$ cat src/rtl/riscv_pkg.sv
// Shared RISC-V lane definitions: widths, ALU control codes, operand-stage state and entry layout.
package riscv_pkg;

  localparam int XLEN   = 32;
  localparam int CTRL_W = 4;
  localparam int REG_AW = 5;
  localparam int PERF_W = 16;

  localparam logic [CTRL_W-1:0] ALU_ADD  = 4'b0000;
  localparam logic [CTRL_W-1:0] ALU_SUB  = 4'b0001;
  localparam logic [CTRL_W-1:0] ALU_AND  = 4'b0010;
  localparam logic [CTRL_W-1:0] ALU_OR   = 4'b0011;
  localparam logic [CTRL_W-1:0] ALU_XOR  = 4'b0100;
  localparam logic [CTRL_W-1:0] ALU_SLT  = 4'b0101;
  localparam logic [CTRL_W-1:0] ALU_SLTU = 4'b0110;
  localparam logic [CTRL_W-1:0] ALU_SLL  = 4'b0111;
  localparam logic [CTRL_W-1:0] ALU_SRL  = 4'b1100;

  typedef enum logic [1:0] {
    ST_EMPTY = 2'b00,
    ST_ONE   = 2'b01,
    ST_TWO   = 2'b10
  } stage_state_e;

  typedef struct packed {
    logic [XLEN-1:0]   a;
    logic [XLEN-1:0]   b;
    logic [CTRL_W-1:0] ctrl;
    logic [REG_AW-1:0] rd;
    logic              we;
    logic [REG_AW-1:0] rs1;
    logic [REG_AW-1:0] rs2;
    logic              use_pc;
    logic              use_imm;
  } op_entry_t;

endpackage

$ cat src/rtl/alu_operand_stage_if.sv
// Decoded-op, write-back and ALU-side bus of the operand stage.
interface alu_operand_stage_if;
  import riscv_pkg::*;

  logic              in_valid;
  logic              in_ready;
  logic [CTRL_W-1:0] in_alu_ctrl;
  logic [REG_AW-1:0] in_rs1;
  logic [REG_AW-1:0] in_rs2;
  logic [XLEN-1:0]   in_rs1_val;
  logic [XLEN-1:0]   in_rs2_val;
  logic [XLEN-1:0]   in_pc;
  logic [XLEN-1:0]   in_imm;
  logic              in_use_pc;
  logic              in_use_imm;
  logic [REG_AW-1:0] in_rd;
  logic              in_we;
  logic              wb_valid;
  logic [REG_AW-1:0] wb_rd;
  logic [XLEN-1:0]   wb_data;
  logic              out_valid;
  logic              out_ready;
  logic [XLEN-1:0]   out_a;
  logic [XLEN-1:0]   out_b;
  logic [CTRL_W-1:0] out_alu_ctrl;
  logic [REG_AW-1:0] out_rd;
  logic              out_we;
  logic [PERF_W-1:0] perf_stall;

  modport slave (
    input  in_valid, in_alu_ctrl, in_rs1, in_rs2, in_rs1_val, in_rs2_val, in_pc, in_imm,
           in_use_pc, in_use_imm, in_rd, in_we, wb_valid, wb_rd, wb_data, out_ready,
    output in_ready, out_valid, out_a, out_b, out_alu_ctrl, out_rd, out_we, perf_stall
  );

  modport master (
    output in_valid, in_alu_ctrl, in_rs1, in_rs2, in_rs1_val, in_rs2_val, in_pc, in_imm,
           in_use_pc, in_use_imm, in_rd, in_we, wb_valid, wb_rd, wb_data, out_ready,
    input  in_ready, out_valid, out_a, out_b, out_alu_ctrl, out_rd, out_we, perf_stall
  );

endinterface

$ cat src/rtl/operand_fwd_mux.sv
// Write-back bypass for one source operand; x0 is never forwarded.
module operand_fwd_mux
  import riscv_pkg::*;
(
  input  logic              wb_valid,
  input  logic [REG_AW-1:0] wb_rd,
  input  logic [XLEN-1:0]   wb_data,
  input  logic [REG_AW-1:0] rs,
  input  logic [XLEN-1:0]   val,
  output logic [XLEN-1:0]   fwd_val
);

  // select write-back data when it targets this non-zero source register
  always_comb begin
    if (wb_valid && (wb_rd == rs) && (rs != {REG_AW{1'b0}})) begin
      fwd_val = wb_data;
    end else begin
      fwd_val = val;
    end
  end

endmodule

$ cat src/rtl/alu_operand_stage.sv
// ID/EX operand stage: captures decoded ops, bypasses write-back data and feeds the ALU
// from a registered two-entry skid buffer, counting downstream back-pressure cycles.
module alu_operand_stage
  import riscv_pkg::*;
(
  input  logic                clk,
  input  logic                rst_n,
  input  logic                flush,
  alu_operand_stage_if.slave  bus
);

  localparam logic [PERF_W-1:0] STALL_ONE = {{(PERF_W-1){1'b0}}, 1'b1};
  localparam logic [PERF_W-1:0] STALL_MAX = {PERF_W{1'b1}};

  stage_state_e      state_q, state_d;
  op_entry_t         head_q, head_d, skid_q, skid_d;
  op_entry_t         cap_s, head_ref_s, skid_ref_s;
  logic [PERF_W-1:0] stall_q, stall_d;
  logic              in_ready_q, in_ready_d, out_valid_q, out_valid_d;
  logic              push_s, pop_s;
  logic [XLEN-1:0]   cap_a_fwd_s, cap_b_fwd_s, head_a_fwd_s, head_b_fwd_s, skid_a_fwd_s, skid_b_fwd_s;

  operand_fwd_mux u_fwd_cap_a (.wb_valid(bus.wb_valid), .wb_rd(bus.wb_rd), .wb_data(bus.wb_data),
                               .rs(bus.in_rs1), .val(bus.in_rs1_val), .fwd_val(cap_a_fwd_s));
  operand_fwd_mux u_fwd_cap_b (.wb_valid(bus.wb_valid), .wb_rd(bus.wb_rd), .wb_data(bus.wb_data),
                               .rs(bus.in_rs2), .val(bus.in_rs2_val), .fwd_val(cap_b_fwd_s));
  operand_fwd_mux u_fwd_head_a (.wb_valid(bus.wb_valid), .wb_rd(bus.wb_rd), .wb_data(bus.wb_data),
                                .rs(head_q.rs1), .val(head_q.a), .fwd_val(head_a_fwd_s));
  operand_fwd_mux u_fwd_head_b (.wb_valid(bus.wb_valid), .wb_rd(bus.wb_rd), .wb_data(bus.wb_data),
                                .rs(head_q.rs2), .val(head_q.b), .fwd_val(head_b_fwd_s));
  operand_fwd_mux u_fwd_skid_a (.wb_valid(bus.wb_valid), .wb_rd(bus.wb_rd), .wb_data(bus.wb_data),
                                .rs(skid_q.rs1), .val(skid_q.a), .fwd_val(skid_a_fwd_s));
  operand_fwd_mux u_fwd_skid_b (.wb_valid(bus.wb_valid), .wb_rd(bus.wb_rd), .wb_data(bus.wb_data),
                                .rs(skid_q.rs2), .val(skid_q.b), .fwd_val(skid_b_fwd_s));

  // build the incoming entry and the write-back-refreshed copies of both held entries
  always_comb begin
    cap_s.a       = bus.in_use_pc  ? bus.in_pc  : cap_a_fwd_s;
    cap_s.b       = bus.in_use_imm ? bus.in_imm : cap_b_fwd_s;
    cap_s.ctrl    = bus.in_alu_ctrl;
    cap_s.rd      = bus.in_rd;
    cap_s.we      = bus.in_we;
    cap_s.rs1     = bus.in_rs1;
    cap_s.rs2     = bus.in_rs2;
    cap_s.use_pc  = bus.in_use_pc;
    cap_s.use_imm = bus.in_use_imm;
    head_ref_s    = head_q;
    head_ref_s.a  = head_q.use_pc  ? head_q.a : head_a_fwd_s;
    head_ref_s.b  = head_q.use_imm ? head_q.b : head_b_fwd_s;
    skid_ref_s    = skid_q;
    skid_ref_s.a  = skid_q.use_pc  ? skid_q.a : skid_a_fwd_s;
    skid_ref_s.b  = skid_q.use_imm ? skid_q.b : skid_b_fwd_s;
  end

  assign push_s = bus.in_valid & in_ready_q;
  assign pop_s  = out_valid_q & bus.out_ready;

  // occupancy FSM next state, entry movement and stall counter
  always_comb begin
    state_d = state_q;
    head_d  = head_ref_s;
    skid_d  = skid_ref_s;
    stall_d = stall_q;
    if (flush) begin
      state_d = ST_EMPTY;
    end else begin
      case (state_q)
        ST_EMPTY: begin
          if (push_s) begin
            state_d = ST_ONE;
            head_d  = cap_s;
          end else begin
            state_d = ST_EMPTY;
          end
        end
        ST_ONE: begin
          if (push_s && pop_s) begin
            state_d = ST_ONE;
            head_d  = cap_s;
          end else if (push_s) begin
            state_d = ST_TWO;
            skid_d  = cap_s;
          end else if (pop_s) begin
            state_d = ST_EMPTY;
          end else begin
            state_d = ST_ONE;
          end
        end
        ST_TWO: begin
          if (pop_s) begin
            state_d = ST_ONE;
            head_d  = skid_ref_s;
          end else begin
            state_d = ST_TWO;
          end
        end
        default: begin
          state_d = ST_EMPTY;
        end
      endcase
      if (out_valid_q && !bus.out_ready && (stall_q != STALL_MAX)) begin
        stall_d = stall_q + STALL_ONE;
      end else begin
        stall_d = stall_q;
      end
    end
    in_ready_d  = (state_d != ST_TWO);
    out_valid_d = (state_d != ST_EMPTY);
  end

  // state, entries and registered handshake outputs
  always_ff @(posedge clk or negedge rst_n) begin
    if (!rst_n) begin
      state_q     <= ST_EMPTY;
      head_q      <= '0;
      skid_q      <= '0;
      stall_q     <= {PERF_W{1'b0}};
      in_ready_q  <= 1'b1;
      out_valid_q <= 1'b0;
    end else begin
      state_q     <= state_d;
      head_q      <= head_d;
      skid_q      <= skid_d;
      stall_q     <= stall_d;
      in_ready_q  <= in_ready_d;
      out_valid_q <= out_valid_d;
    end
  end

  assign bus.in_ready     = in_ready_q;
  assign bus.out_valid    = out_valid_q;
  assign bus.out_a        = head_q.a;
  assign bus.out_b        = head_q.b;
  assign bus.out_alu_ctrl = head_q.ctrl;
  assign bus.out_rd       = head_q.rd;
  assign bus.out_we       = head_q.we;
  assign bus.perf_stall   = stall_q;

endmodule

$ cat src/flat_wrapper.sv
// flat-port wrapper written by rule: the top's interface ports become plain ports
module alu_operand_stage_flat import riscv_pkg::*;
  (clk, rst_n, flush, bus_in_valid, bus_in_alu_ctrl, bus_in_rs1, bus_in_rs2, bus_in_rs1_val, bus_in_rs2_val, bus_in_pc, bus_in_imm, bus_in_use_pc, bus_in_use_imm, bus_in_rd, bus_in_we, bus_wb_valid, bus_wb_rd, bus_wb_data, bus_out_ready, bus_in_ready, bus_out_valid, bus_out_a, bus_out_b, bus_out_alu_ctrl, bus_out_rd, bus_out_we, bus_perf_stall);
  alu_operand_stage_if bus_i ();
  input  logic clk;
  input  logic rst_n;
  input  logic flush;
  input wire logic [$bits(bus_i.in_valid)-1:0] bus_in_valid;
  input wire logic [$bits(bus_i.in_alu_ctrl)-1:0] bus_in_alu_ctrl;
  input wire logic [$bits(bus_i.in_rs1)-1:0] bus_in_rs1;
  input wire logic [$bits(bus_i.in_rs2)-1:0] bus_in_rs2;
  input wire logic [$bits(bus_i.in_rs1_val)-1:0] bus_in_rs1_val;
  input wire logic [$bits(bus_i.in_rs2_val)-1:0] bus_in_rs2_val;
  input wire logic [$bits(bus_i.in_pc)-1:0] bus_in_pc;
  input wire logic [$bits(bus_i.in_imm)-1:0] bus_in_imm;
  input wire logic [$bits(bus_i.in_use_pc)-1:0] bus_in_use_pc;
  input wire logic [$bits(bus_i.in_use_imm)-1:0] bus_in_use_imm;
  input wire logic [$bits(bus_i.in_rd)-1:0] bus_in_rd;
  input wire logic [$bits(bus_i.in_we)-1:0] bus_in_we;
  input wire logic [$bits(bus_i.wb_valid)-1:0] bus_wb_valid;
  input wire logic [$bits(bus_i.wb_rd)-1:0] bus_wb_rd;
  input wire logic [$bits(bus_i.wb_data)-1:0] bus_wb_data;
  input wire logic [$bits(bus_i.out_ready)-1:0] bus_out_ready;
  output wire logic [$bits(bus_i.in_ready)-1:0] bus_in_ready;
  output wire logic [$bits(bus_i.out_valid)-1:0] bus_out_valid;
  output wire logic [$bits(bus_i.out_a)-1:0] bus_out_a;
  output wire logic [$bits(bus_i.out_b)-1:0] bus_out_b;
  output wire logic [$bits(bus_i.out_alu_ctrl)-1:0] bus_out_alu_ctrl;
  output wire logic [$bits(bus_i.out_rd)-1:0] bus_out_rd;
  output wire logic [$bits(bus_i.out_we)-1:0] bus_out_we;
  output wire logic [$bits(bus_i.perf_stall)-1:0] bus_perf_stall;
  assign bus_i.in_valid = bus_in_valid;
  assign bus_i.in_alu_ctrl = bus_in_alu_ctrl;
  assign bus_i.in_rs1 = bus_in_rs1;
  assign bus_i.in_rs2 = bus_in_rs2;
  assign bus_i.in_rs1_val = bus_in_rs1_val;
  assign bus_i.in_rs2_val = bus_in_rs2_val;
  assign bus_i.in_pc = bus_in_pc;
  assign bus_i.in_imm = bus_in_imm;
  assign bus_i.in_use_pc = bus_in_use_pc;
  assign bus_i.in_use_imm = bus_in_use_imm;
  assign bus_i.in_rd = bus_in_rd;
  assign bus_i.in_we = bus_in_we;
  assign bus_i.wb_valid = bus_wb_valid;
  assign bus_i.wb_rd = bus_wb_rd;
  assign bus_i.wb_data = bus_wb_data;
  assign bus_i.out_ready = bus_out_ready;
  assign bus_in_ready = bus_i.in_ready;
  assign bus_out_valid = bus_i.out_valid;
  assign bus_out_a = bus_i.out_a;
  assign bus_out_b = bus_i.out_b;
  assign bus_out_alu_ctrl = bus_i.out_alu_ctrl;
  assign bus_out_rd = bus_i.out_rd;
  assign bus_out_we = bus_i.out_we;
  assign bus_perf_stall = bus_i.perf_stall;
  alu_operand_stage u_core (.clk(clk), .rst_n(rst_n), .flush(flush), .bus(bus_i));
endmodule
$ cat config.mk
export PLATFORM = sky130hd
export DESIGN_NAME = alu_operand_stage_flat
export DESIGN_NICKNAME = d
export VERILOG_FILES = /design/src/rtl/riscv_pkg.sv /design/src/rtl/alu_operand_stage_if.sv /design/src/rtl/operand_fwd_mux.sv /design/src/rtl/alu_operand_stage.sv /design/src/flat_wrapper.sv
export SDC_FILE = /design/constraint.sdc
export NUM_CORES = 1
export LEC_CHECK = 0
export BUFFER_PORTS_ARGS = -buffer_cell sky130_fd_sc_hd__buf_2
export CORE_AREA = 10 10 164 181
export DETAILED_ROUTE_END_ITERATION = 6
export DIE_AREA = 0 0 174 191
export GPL_ROUTABILITY_DRIVEN = 0
export HOLD_SLACK_MARGIN = 0.05
export PLACE_DENSITY = 0.7
export SETUP_SLACK_MARGIN = 0.05
export SLEW_MARGIN = 5
export SYNTH_ARGS = -nofsm -noshare
export SYNTH_HDL_FRONTEND = slang
export SYNTH_SLANG_ARGS = --single-unit
$ cat constraint.sdc
create_clock -name clk -period 5.42 [get_ports clk]
set_input_delay 0.542 -clock clk [delete_from_list [all_inputs] [get_ports clk]]
set_output_delay 0.542 -clock clk [all_outputs]
set_load 0.02 [all_outputs]
==> flow_summary.json, run 1 <==
{
  "vias": 11200,
  "clock-root-buffer": "clkbuf_16",
  "place_area_mm2": 0.0138,
  "power_density_mw_per_mm2": 386,
  "synth_simple_gate_area_frac": 0.155,
  "die_h_um": 191,
  "synthXorXnorAreaFrac": 0.0279,
  "grt_max_degree": 100,
  "clkLatencyLatePin_ns": 0.44,
  "crit_chain": "and2_1, ha_1, nand2_1, a21oi_2, nor2_1, nor2_4, o221ai_1",
  "regToRegSetupSlack_ns": 1.92,
  "path_depth": 7,
  "worst_pin_slew_ns": 1.24,
  "rsz0062_at_grt": "no",
  "ctsHoldBuffers": 0,
  "grt.total_usage": 0.239,
  "drt-total-wl_um": 41000,
  "crit_family": "simple AND/OR/NAND/NOR gates",
  "synth_area_leaders": "dfrtp_1 (37%), nand2_1 (6.0%), mux2i_1 (5.4%)",
  "post-route-period-util": 0.646,
  "antenna_found_initial": 5,
  "drv_slew": 0,
  "portBuffers": 284,
  "avgViaCountPerCell": 6.13,
  "tritoncts": "built",
  "grt_pass1_wl_um": 64300,
  "synth_compound_area_frac": 0.236,
  "dominantRegCellSynth": "dfrtp_1",
  "min_period_ns": 3.50,
  "die_w_um": 174,
  "vdd_drop_max_mv": 0.179,
  "worstRegToRegCells": 7,
  "final-setup-viol-count": 0,
  "hpwlAfterDp_um": 26500,
  "drtPass1Iterations": 5,
  "hp-class": "primary input to asynchronous set/reset pin",
  "synthAdderAreaFrac": 0.00293,
  "crit_buf_inv": 0,
  "cp_slowest_cell": "a21oi_2",
  "wire_per_inst_um": 22.4,
  "synth_cell_types": 65,
  "p_leak_nw": 6.30,
  "cts_made_buffers": 17,
  "num_rows": 62,
  "drc": 0,
  "synth_top_family_by_area": "compound AO/OA/AOI/OAI gates",
  "yosysWarnings": 0,
  "synth-seq-area-share": 0.375,
  "fillers": 2381,
  "synth_nets": 1524,
  "synth_mux_area_frac": 0.116,
  "tns_ns": 0,
  "netlist_instances": 1328,
  "drive_gt1_frac": 0.287,
  "ctsLongestPathBuffers": 2,
  "synthesis.area_mm2": 0.0128,
  "worst-setup-path-type": "register to register",
  "post_cts_buffers": 0,
  "start_kind": "register",
  "top_layer": "met4",
  "drt_iter0_markers": 869,
  "grt-ovfl-total": 0,
  "timing.rr.end": "u_core.bus.out_a[15]",
  "met3_length_um": 2920,
  "clk_pin_slew_ns": 0.08,
  "fin_nets": 1652,
  "multiInputGateArea_mm2": 0.00696,
  "grt_pass1_vias": 11500,
  "drv_cap": 0,
  "async_flop_share": 1.00,
  "arrival_ns": 3.76,
  "ant_nets": 0,
  "synth_edf_count": 0,
  "yosysTopAreaCellShare": 0.373,
  "start_util": 0.494,
  "yosys.area.top_type": "dfrtp_1",
  "met1_length_um": 17200,
  "max_clock_freq_ghz": 0.285,
  "ctsResizeCount": 0,
  "syn_area_per_cell_um2": 9.64,
  "h-tree-depth": 4,
  "slowest_delay_ns": 0.90,
  "hold_viol": 0,
  "worstPathMaxFanout": 34,
  "status": "finished, final reports clean",
  "crit_required_ns": 5.68,
  "dieArea_mm2": 0.0332,
  "synthToLayoutAreaGrowth_pct": 12.6,
  "ios": 285,
  "ys_seq_elements": 192,
  "worstReg2RegStart": "u_core.bus.in_ready",
  "slew_headroom": 0.170,
  "final-seq-area_mm2": 0.00481,
  "route.met2.wl_um": 19800,
  "cts_sinks": 192,
  "crit_path_end_kind": "register",
  "finalClockSkew_ns": 0.0168,
  "final_cell_area_mm2": 0.0144,
  "core_mm2": 0.0259
}
## how the worst max path moves through the flow
stage                   startpoint                    to  slack, ns
6_report       u_core.bus.in_ready  u_core.bus.out_a[15]       1.92
5_1_grt        u_core.bus.in_ready  u_core.bus.out_a[15]       1.70
4_1_cts        u_core.bus.in_ready  u_core.bus.out_a[15]       2.01
3_5_place_dp          bus_in_valid  u_core.bus.out_b[26]       1.92
3_3_place_gp          bus_in_valid  u_core.bus.out_b[21]       2.00
2_1_floorplan         bus_in_valid     u_core.skid_q[74]       2.99
## kinds of logic (layout without fill, tap and decap cells)
group	count (synthesis)	in the layout
AO/OA/AOI/OAI	365	365
XOR/XNOR	39	39
adder cells (fa/ha/maj)	3	3
buffers and inverters	197	338
flip-flops	192	192
multiplexers	136	136
other	0	5
AND/OR/NAND/NOR	396	396
## routing by layer
| layer | track usage | vias to the layer above |
|---|---|---|
| met4 | 0.0948 | 0 |
| met3 | 0.0489 | 65 |
| li1 | - | 5127 |
| met2 | 0.402 | 485 |
| met5 | 0 | - |
| met1 | 0.296 | 5512 |
## cells in the mapped netlist, drive strengths merged, types with 3 or more instances
library cell and number:
xnor2 25, o2111ai 3, or3 63, nand3b 3, o21a 15, ha 3, a211oi 4, nand2b 64
and2 4, o31a 62, clkbuf 73, nor2 14, o21ai 71, xor2 14, mux2i 69, nand3 8
o221ai 47, a21oi 5, inv 6, mux2 67, buf 118, o221a 62, nor3b 3, o31ai 48
nor2b 3, nor3 7, a22oi 22, dfrtp 191, nand4 4, a221o 15, nand2 206, nor4 5
## cell type report
cell class                      instances  area share
Antenna cell                            5    0.000868
Clock buffer                           19      0.0307
Clock inverter                         13      0.0115
Inverter                                6     0.00156
Multi-Input combinational cell        939       0.483
Sequential cell                       192       0.333
Tap cell                              352      0.0306
Timing Repair Buffer                  300       0.109
## placed cells by master (no fill, tap or decap), types with 23 or more instances in the layout
cell	n
buf_2	282
nand2_1	205
dfrtp_1	191
o21ai_0	71
mux2i_1	69
nand2b_1	64
or3_1	63
o31a_1	62
o221a_1	61
mux2_2	58
o31ai_1	47
o221ai_1	47
xnor2_1	23
## sequential cells by signal, indices dropped and copies added, names as in the netlist
| signal | cells |
|---|---|
| u_core.bus.out_b | 32 |
| u_core.bus.out_a | 32 |
| u_core.head_q | 12 |
| u_core.bus.perf_stall | 16 |
| u_core.bus.in_ready | 1 |
| u_core.bus.out_rd | 5 |
| u_core.skid_q | 86 |
| u_core.bus.out_we | 1 |
| u_core.state_q | 2 |
| u_core.bus.out_valid | 1 |
| u_core.bus.out_alu_ctrl | 4 |
## per-stage QoR
| step | cells | util | power, mW | setup slack [ns] | hold slack [ns] |
|---|---|---|---|---|---|
| 6_report | 1826 | 0.556 | 5.57 | 1.92 | 0.164 |
| 3_3_place_gp | 1789 | 0.532 | 4.17 | 2.00 | 0.457 |
| 2_1_floorplan | 1328 | - | 3.83 | 2.99 | 0.246 |
| 4_1_cts | 1821 | 0.556 | 5.57 | 2.01 | 0.204 |
| 3_5_place_dp | 1789 | 0.532 | 4.24 | 1.92 | 0.466 |
| 5_1_grt | 1826 | 0.556 | 5.87 | 1.70 | 0.222 |
## power breakdown
group | total [mW] | internal [mW] | switching (mW)
Clock | 1.33 | 0.713 | 0.620
Sequential | 2.28 | 1.94 | 0.340
Combinational | 1.95 | 0.925 | 1.03
Total | 5.57 | 3.58 | 1.98
No activity file was read; power rests on OpenSTA's default activity.
==> run 2: changes to the inputs <==
ABC_AREA = 1   (was not set)
CORE_AREA = 10 10 168 185   (was 10 10 164 181)
DIE_AREA = 0 0 178 195   (was 0 0 174 191)
PLACE_DENSITY = 0.72   (was 0.7)
clock period = 3.15 ns   (was 5.42 ns; I/O delays follow)
==> run 2 against run 1 <==
  * The flow now finishes with violations (DRC)
  * Synthesized cell count grew 50%
  * Clock power grew 70%
  * Critical endpoint is now u_core.skid_q[30]
  * Register-to-register slack lost 1.3 ns
  * Final area grew 5.6%
==> flow_summary.json, run 2 <==
{
  "status": "finished with violations",
  "failed_checks": "DRC",
  "synth_cell_types": 35,
  "grt_max_degree": 99,
  "finalClockSkew_ns": 0.0106,
  "ios": 285,
  "p_int_mw": 5.92,
  "die_w_um": 178,
  "drive_gt1_frac": 0.210,
  "met1_length_um": 19800,
  "drv_slew": 0,
  "cp_slowest_cell": "buf_4",
  "slew_headroom": 0.216,
  "rsz0062_at_grt": "no",
  "yosys.area.top_type": "dfrtp_1",
  "wire_per_inst_um": 19.7,
  "yosysWarnings": 0,
  "start_kind": "register",
  "hp-class": "primary input to register",
  "clkLatencyLatePin_ns": 0.45,
  "final_cell_area_mm2": 0.0152,
  "async_flop_share": 1.00,
  "holdCritStartpoint": "bus_in_we",
  "largest_register_ffs": 86,
  "h-tree-depth": 4,
  "grt_pass1_wl_um": 78000,
  "drt_iter0_markers": 1625,
  "hold_viol": 0,
  "grt_pass1_vias": 14400,
  "crit_path_end_kind": "register",
  "worstReg2RegStart": "u_core.bus.in_ready",
  "route.met2.wl_um": 23500,
  "die_h_um": 195,
  "slowest_delay_ns": 0.92,
  "synth_area_leaders": "dfrtp_1 (36%), nand3_1 (18%), nand2_1 (17%)",
  "ctsLongestPathBuffers": 2,
  "ant_nets": 0,
  "min_period_ns": 2.51,
  "place_area_mm2": 0.0146,
  "cts_sinks": 192,
  "worstRegToRegCells": 9,
  "p_sw_frac": 0.421,
  "max_clock_freq_ghz": 0.399,
  "pwr-share-clk": 0.221,
  "start_util": 0.487,
  "dominantRegCellSynth": "dfrtp_1",
  "grt.total_usage": 0.280,
  "synth_common_cells": "nand2_1 (589), nand3_1 (490), dfrtp_1 (191), inv_1 (183), buf_4 (75)",
  "p_leak_nw": 8.20,
  "crit_required_ns": 3.53,
  "yosysMostFrequentCell": "nand2_1",
  "fin_util": 0.554,
  "worst_pin_slew_ns": 1.18,
  "hold_depth": 3,
  "holdPathEnd": "u_core.skid_q[12]",
  "p_switching_mw": 4.31,
  "post-route-period-util": 0.796,
  "met3_length_um": 4870,
  "dieArea_mm2": 0.0347,
  "grt-ovfl-total": 0,
  "crit_chain": "nand2_1, inv_1, ha_1, nor2_1, inv_2, nor3_4, buf_4, nand3_1, nand2_1",
  "fin_nets": 2336,
  "antenna_found_initial": 0,
  "netlist_instances": 1993,
  "sequentialPowerShare": 0.378,
  "power.share.combinational": 0.400,
  "syn_area_per_cell_um2": 6.72,
  "cts_made_buffers": 17,
  "drt-total-wl_um": 49700,
  "core_mm2": 0.0275,
  "crit_buf_inv": 3,
  "crit_family": "buffers and inverters",
  "post_cts_buffers": 0,
  "worstPathMaxFanout": 98,
  "synth_edf_count": 0,
  "final_common_cell": "nand2_1",
  "regToRegSetupSlack_ns": 0.64,
  "synth-seq-area-share": 0.359,
  "top_layer": "met4",
  "num_rows": 64,
  "synthToLayoutAreaGrowth_pct": 13.7,
  "synth_nets": 2189,
  "drtPass1Iterations": 7,
  "arrival_ns": 2.89,
  "final-setup-viol-count": 0,
  "portBuffers": 284,
  "drc": 2,
  "clock-root-buffer": "clkbuf_16",
  "mostFrequentLayoutCells": "nand2_1 (588), nand3_1 (489), buf_2 (283), dfrtp_1 (191), inv_1 (183)",
  "avgViaCountPerCell": 5.73,
  "clk_pin_slew_ns": 0.08,
  "worst-setup-path-type": "register to register",
  "vdd_drop_max_mv": 0.471,
  "path_common_cell": "nand2_1",
  "power_density_mw_per_mm2": 672,
  "ys_seq_elements": 192,
  "drv_cap": 0,
  "tns_ns": 0,
  "vias": 14400,
  "yosysTopAreaCellShare": 0.357,
  "synthesis.area_mm2": 0.0134,
  "tritoncts": "built",
  "regMostFlops": "u_core.skid_q",
  "hpwlAfterDp_um": 33400,
  "timing.rr.end": "u_core.skid_q[30]"
}
run 2: cell types whose count changed after synthesis, sizes merged, moves of 63 or more:
cell,change
mux2,-67
nand2,+384
or2,+65
nand4,+65
nand3,+482
nand2b,-64
inv,+185
mux2i,-69
or3,-63
run 2: worst reg2reg max path, delay by kind of cell (launching register included):
kind | cells | cell delay, ns
buffers and inverters | 3 | 1.08
adders and majority gates | 1 | 0.22
DFF | 1 | 0.37
and+or+nand+nor | 5 | 0.77
run 2: layer usage:
layer	vias to the layer above	GRT usage
li1	6739	-
met4	0	0.106
met1	6715	0.351
met3	117	0.0637
met2	843	0.459
met5	-	0
run 2: power by group through the flow:
stage	combinational, mW	clock (mW)	sequential (mW)
2_1_floorplan	3.14	0	3.83
3_3_place_gp	3.96	0	3.87
3_5_place_dp	4.04	0	3.90
4_1_cts	4.07	2.28	3.86
5_1_grt	4.55	2.37	3.97
6_report	4.09	2.26	3.87
run 2: worst max path at each step:
stage / from / to / slack, ns / cells past startpoint
after floorplan: u_core.bus.in_ready / u_core.bus.out_a[0] / 1.19 / 12
after global placement: bus_in_valid / u_core.skid_q[28] / 0.69 / 10
after detailed placement: bus_in_valid / u_core.skid_q[9] / 0.64 / 9
after CTS: u_core.bus.in_ready / u_core.skid_q[30] / 0.68 / 9
after global routing: u_core.bus.in_ready / u_core.skid_q[69] / 0.49 / 9
final: u_core.bus.in_ready / u_core.skid_q[30] / 0.64 / 9
run 2: cell families (layout without fill, tap and decap cells):
| family | Yosys count | after routing | synth area share |
|---|---|---|---|
| AND/OR/NAND/NOR | 1264 | 1264 | 0.432 |
| buffers and inverters | 396 | 556 | 0.139 |
| flip-flops | 192 | 192 | 0.359 |
| AO/OA/AOI/OAI | 116 | 116 | 0.0526 |
| XOR/XNOR | 22 | 22 | 0.0144 |
| adder cells (fa/ha/maj) | 3 | 3 | 0.00280 |
| other | 0 | 1 | 0 |
run 2: final cells by class:
type	count	area (um2)
sequential	192	4810
antenna	1	2.50
clock buffer	17	425
clock inverter	15	160
tap	363	454
inverter	193	727
timing repair buffer	331	1850
fill	2710	12200
multi-input combinational	1405	6800
run 2: timing repair:
item | 4_1_cts | 5_1_grt
gates resized for setup | 0 | 0
hold buffers | 1 | 0
hold endpoints to repair | 79 | 0
run 2: metrics by stage:
step | instances | setup slack [ns] | power, mW | hold slack (ns)
finish | 2517 | 0.644 | 10.2 | 0.0791
global route | 2516 | 0.488 | 10.9 | 0.0683
CTS | 2516 | 0.678 | 10.2 | 0.0606
detailed placement | 2483 | 0.644 | 7.94 | 0.450
global placement | 2483 | 0.692 | 7.83 | 0.447
floorplan | 1993 | 1.19 | 6.98 | 0.0194
==> run 3: changes to the inputs <==
clock period = 2 ns   (was 3.15 ns; I/O delays follow)
==> run 3 against run 2 <==
  * The flow now finishes without violations
  * Power up 61%
  * Clock skew about the same
  * Sequential share of layout area down 2.4 points
  * Worst setup slack worse by 0.55 ns
  * Clock power up 52%
  * Register-to-register slack worse by 0.55 ns
  * Final area up 8.1%
  * First-iteration DRC count down 4.5%
  * Die area unchanged
  * Combinational power up 69%
  * Count of clock-buffer cells in the layout up 1
  * Critical path type unchanged
  * Critical endpoint is now u_core.bus.out_a[26]
==> flow_summary.json, run 3 (synthesis results as in run 2) <==
{
  "drive_gt1_frac": 0.243,
  "crit_required_ns": 2.33,
  "tns_ns": 0,
  "grt.total_usage": 0.279,
  "worstPathMaxFanout": 13,
  "cts_made_buffers": 17,
  "regMostFlops": "u_core.skid_q",
  "worst-setup-path-type": "register to register",
  "drt_iter0_markers": 1552,
  "fin_nets": 2412,
  "hp-class": "primary input to register",
  "grt-ovfl-total": 0,
  "cts_sinks": 192,
  "grt_pass1_vias": 14800,
  "synthToLayoutAreaGrowth_pct": 22.9,
  "use_met1": 0.340,
  "top_usage_layer": "met2",
  "rsz0062_at_grt": "yes",
  "start_kind": "register",
  "mostFrequentLayoutCells": "nand2_1 (580), nand3_1 (479), buf_2 (282), dfrtp_1 (191), inv_1 (181)",
  "hpwlAfterDp_um": 34700,
  "num_rows": 64,
  "wire_per_inst_um": 20.2,
  "post-route-period-util": 0.954,
  "die_h_um": 195,
  "hold_viol": 0,
  "die_w_um": 178,
  "clkLatencyLatePin_ns": 0.45,
  "drc": 0,
  "core_mm2": 0.0275,
  "max_clock_freq_ghz": 0.524,
  "fillers": 2575,
  "status": "finished, final reports clean",
  "power_density_mw_per_mm2": 1000,
  "grt_pass1_wl_um": 78300,
  "multiInputGateArea_mm2": 0.00693,
  "worst_pin_slew_ns": 0.868,
  "clk_pin_slew_ns": 0.08,
  "drt-total-wl_um": 52500,
  "crit_path_end_kind": "register",
  "grt_max_degree": 65,
  "met3_usage": 0.0648,
  "ios": 285,
  "ctsLongestPathBuffers": 2,
  "h-tree-depth": 4,
  "p_leak_nw": 8.76,
  "vdd_drop_max_mv": 0.599,
  "fin_ws_ns": 0.0929,
  "final-seq-area_mm2": 0.00481,
  "min_period_ns": 1.91,
  "drv_slew": 0,
  "dieArea_mm2": 0.0347,
  "ant_nets": 0,
  "tritoncts": "built",
  "final_common_cell": "nand2_1",
  "antenna_found_initial": 10,
  "slew_headroom": 0.421,
  "grtUsageMet2": 0.461,
  "arrival_ns": 2.24,
  "clock-root-buffer": "clkbuf_16",
  "avgViaCountPerCell": 5.80,
  "start_util": 0.487,
  "drv_cap": 0,
  "largest_register_ffs": 86,
  "drtPass1Iterations": 6,
  "vias": 15100,
  "final-setup-viol-count": 0,
  "place_ws_ns": 0.0473,
  "finalClockSkew_ns": 0.0107,
  "portBuffers": 284
}
[run 3: changes by cell type in the layout (fill, tap and decap cells not counted), moves of 7 or more]
cell / change
nand3_2: +9
nand3_1: -10
clkbuf_16: +7
nand2_1: -8
buf_6: +11
dlygate4sd3_1: +19
nand2_2: +7
buf_4: +15
buf_12: +20
[run 3: what timing repair did]
| action | 4_1_cts | 5_1_grt |
|---|---|---|
| gates cloned | 1 | 10 |
| pin swaps | 0 | 15 |
| gates resized for setup | 0 | 46 |
| hold endpoints to repair | 104 | 0 |
| endpoints found under the setup margin | 6 | 156 |
| setup buffers | 2 | 17 |
| hold buffers | 21 | 0 |
[run 3: where the power goes]
part           switching [mW]  total [mW]  internal [mW]  leakage, nW
clock                    1.74        3.44           1.70        0.280
sequential              0.796        6.15           5.35         2.35
combinational            4.39        6.90           2.51         6.13
total                    6.93        16.5           9.56         8.76
[run 3: critical path, stage by stage, from the launching register on]
cell	delay (ns)
dfstp_2	0.54
nand2_1	0.08
inv_2	0.08
ha_2	0.18
nor2_2	0.05
inv_2	0.07
nand2_1	0.07
nor2_2	0.17
inv_4	0.08
buf_12	0.16
buf_4	0.17
nand3_1	0.09
nand2_1	0.07
[run 3: final timing paths]
check	startpoint	to	slack [ns]	cells past startpoint
max in group asynchronous	rst_n	u_core.bus.in_ready	1.09	3
min in group asynchronous	rst_n	u_core.bus.out_rd[0]	0.24	2
worst min-delay path	bus_in_rs2[0]	u_core.skid_q[2]	0.07	3
worst max register to register	u_core.bus.in_ready	u_core.bus.out_a[26]	0.09	12
worst min register to register	u_core.skid_q[13]	u_core.skid_q[13]	0.48	2
worst max-delay path	u_core.bus.in_ready	u_core.bus.out_a[26]	0.09	12
[run 3: area by class of cell]
class / count / share of cell area
diodes: 6 / 0.000912
flip-flops and latches: 192 / 0.292
clock inverters: 14 / 0.00844
clock buffers: 18 / 0.0267
repair buffers: 407 / 0.179
well taps: 363 / 0.0276
multi-input cells: 1405 / 0.421
inverters: 193 / 0.0446
[run 3: per-stage QoR]
stage	utilization	instances	hold WS [ns]	power, mW	cell area [um2]
after detailed placement	0.548	2509	0.155	12.7	15000
after floorplan	-	1993	-0.0956	11.0	13400
final	0.599	2598	0.0661	16.5	16500
after global routing	0.599	2595	0.0724	17.5	16500
after global placement	0.548	2509	0.154	12.5	15000
after CTS	0.579	2565	0.0535	16.2	15900
[run 3: layer usage]
| layer | wire (um) | part of all wire | up-vias |
|---|---|---|---|
| li1 | - | - | 6896 |
| met1 | 19700 | 0.38 | 7025 |
| met2 | 24500 | 0.47 | 962 |
| met3 | 5840 | 0.11 | 178 |
| met4 | 2320 | 0.044 | 8 |
| met5 | 58 | 0.0011 | - |
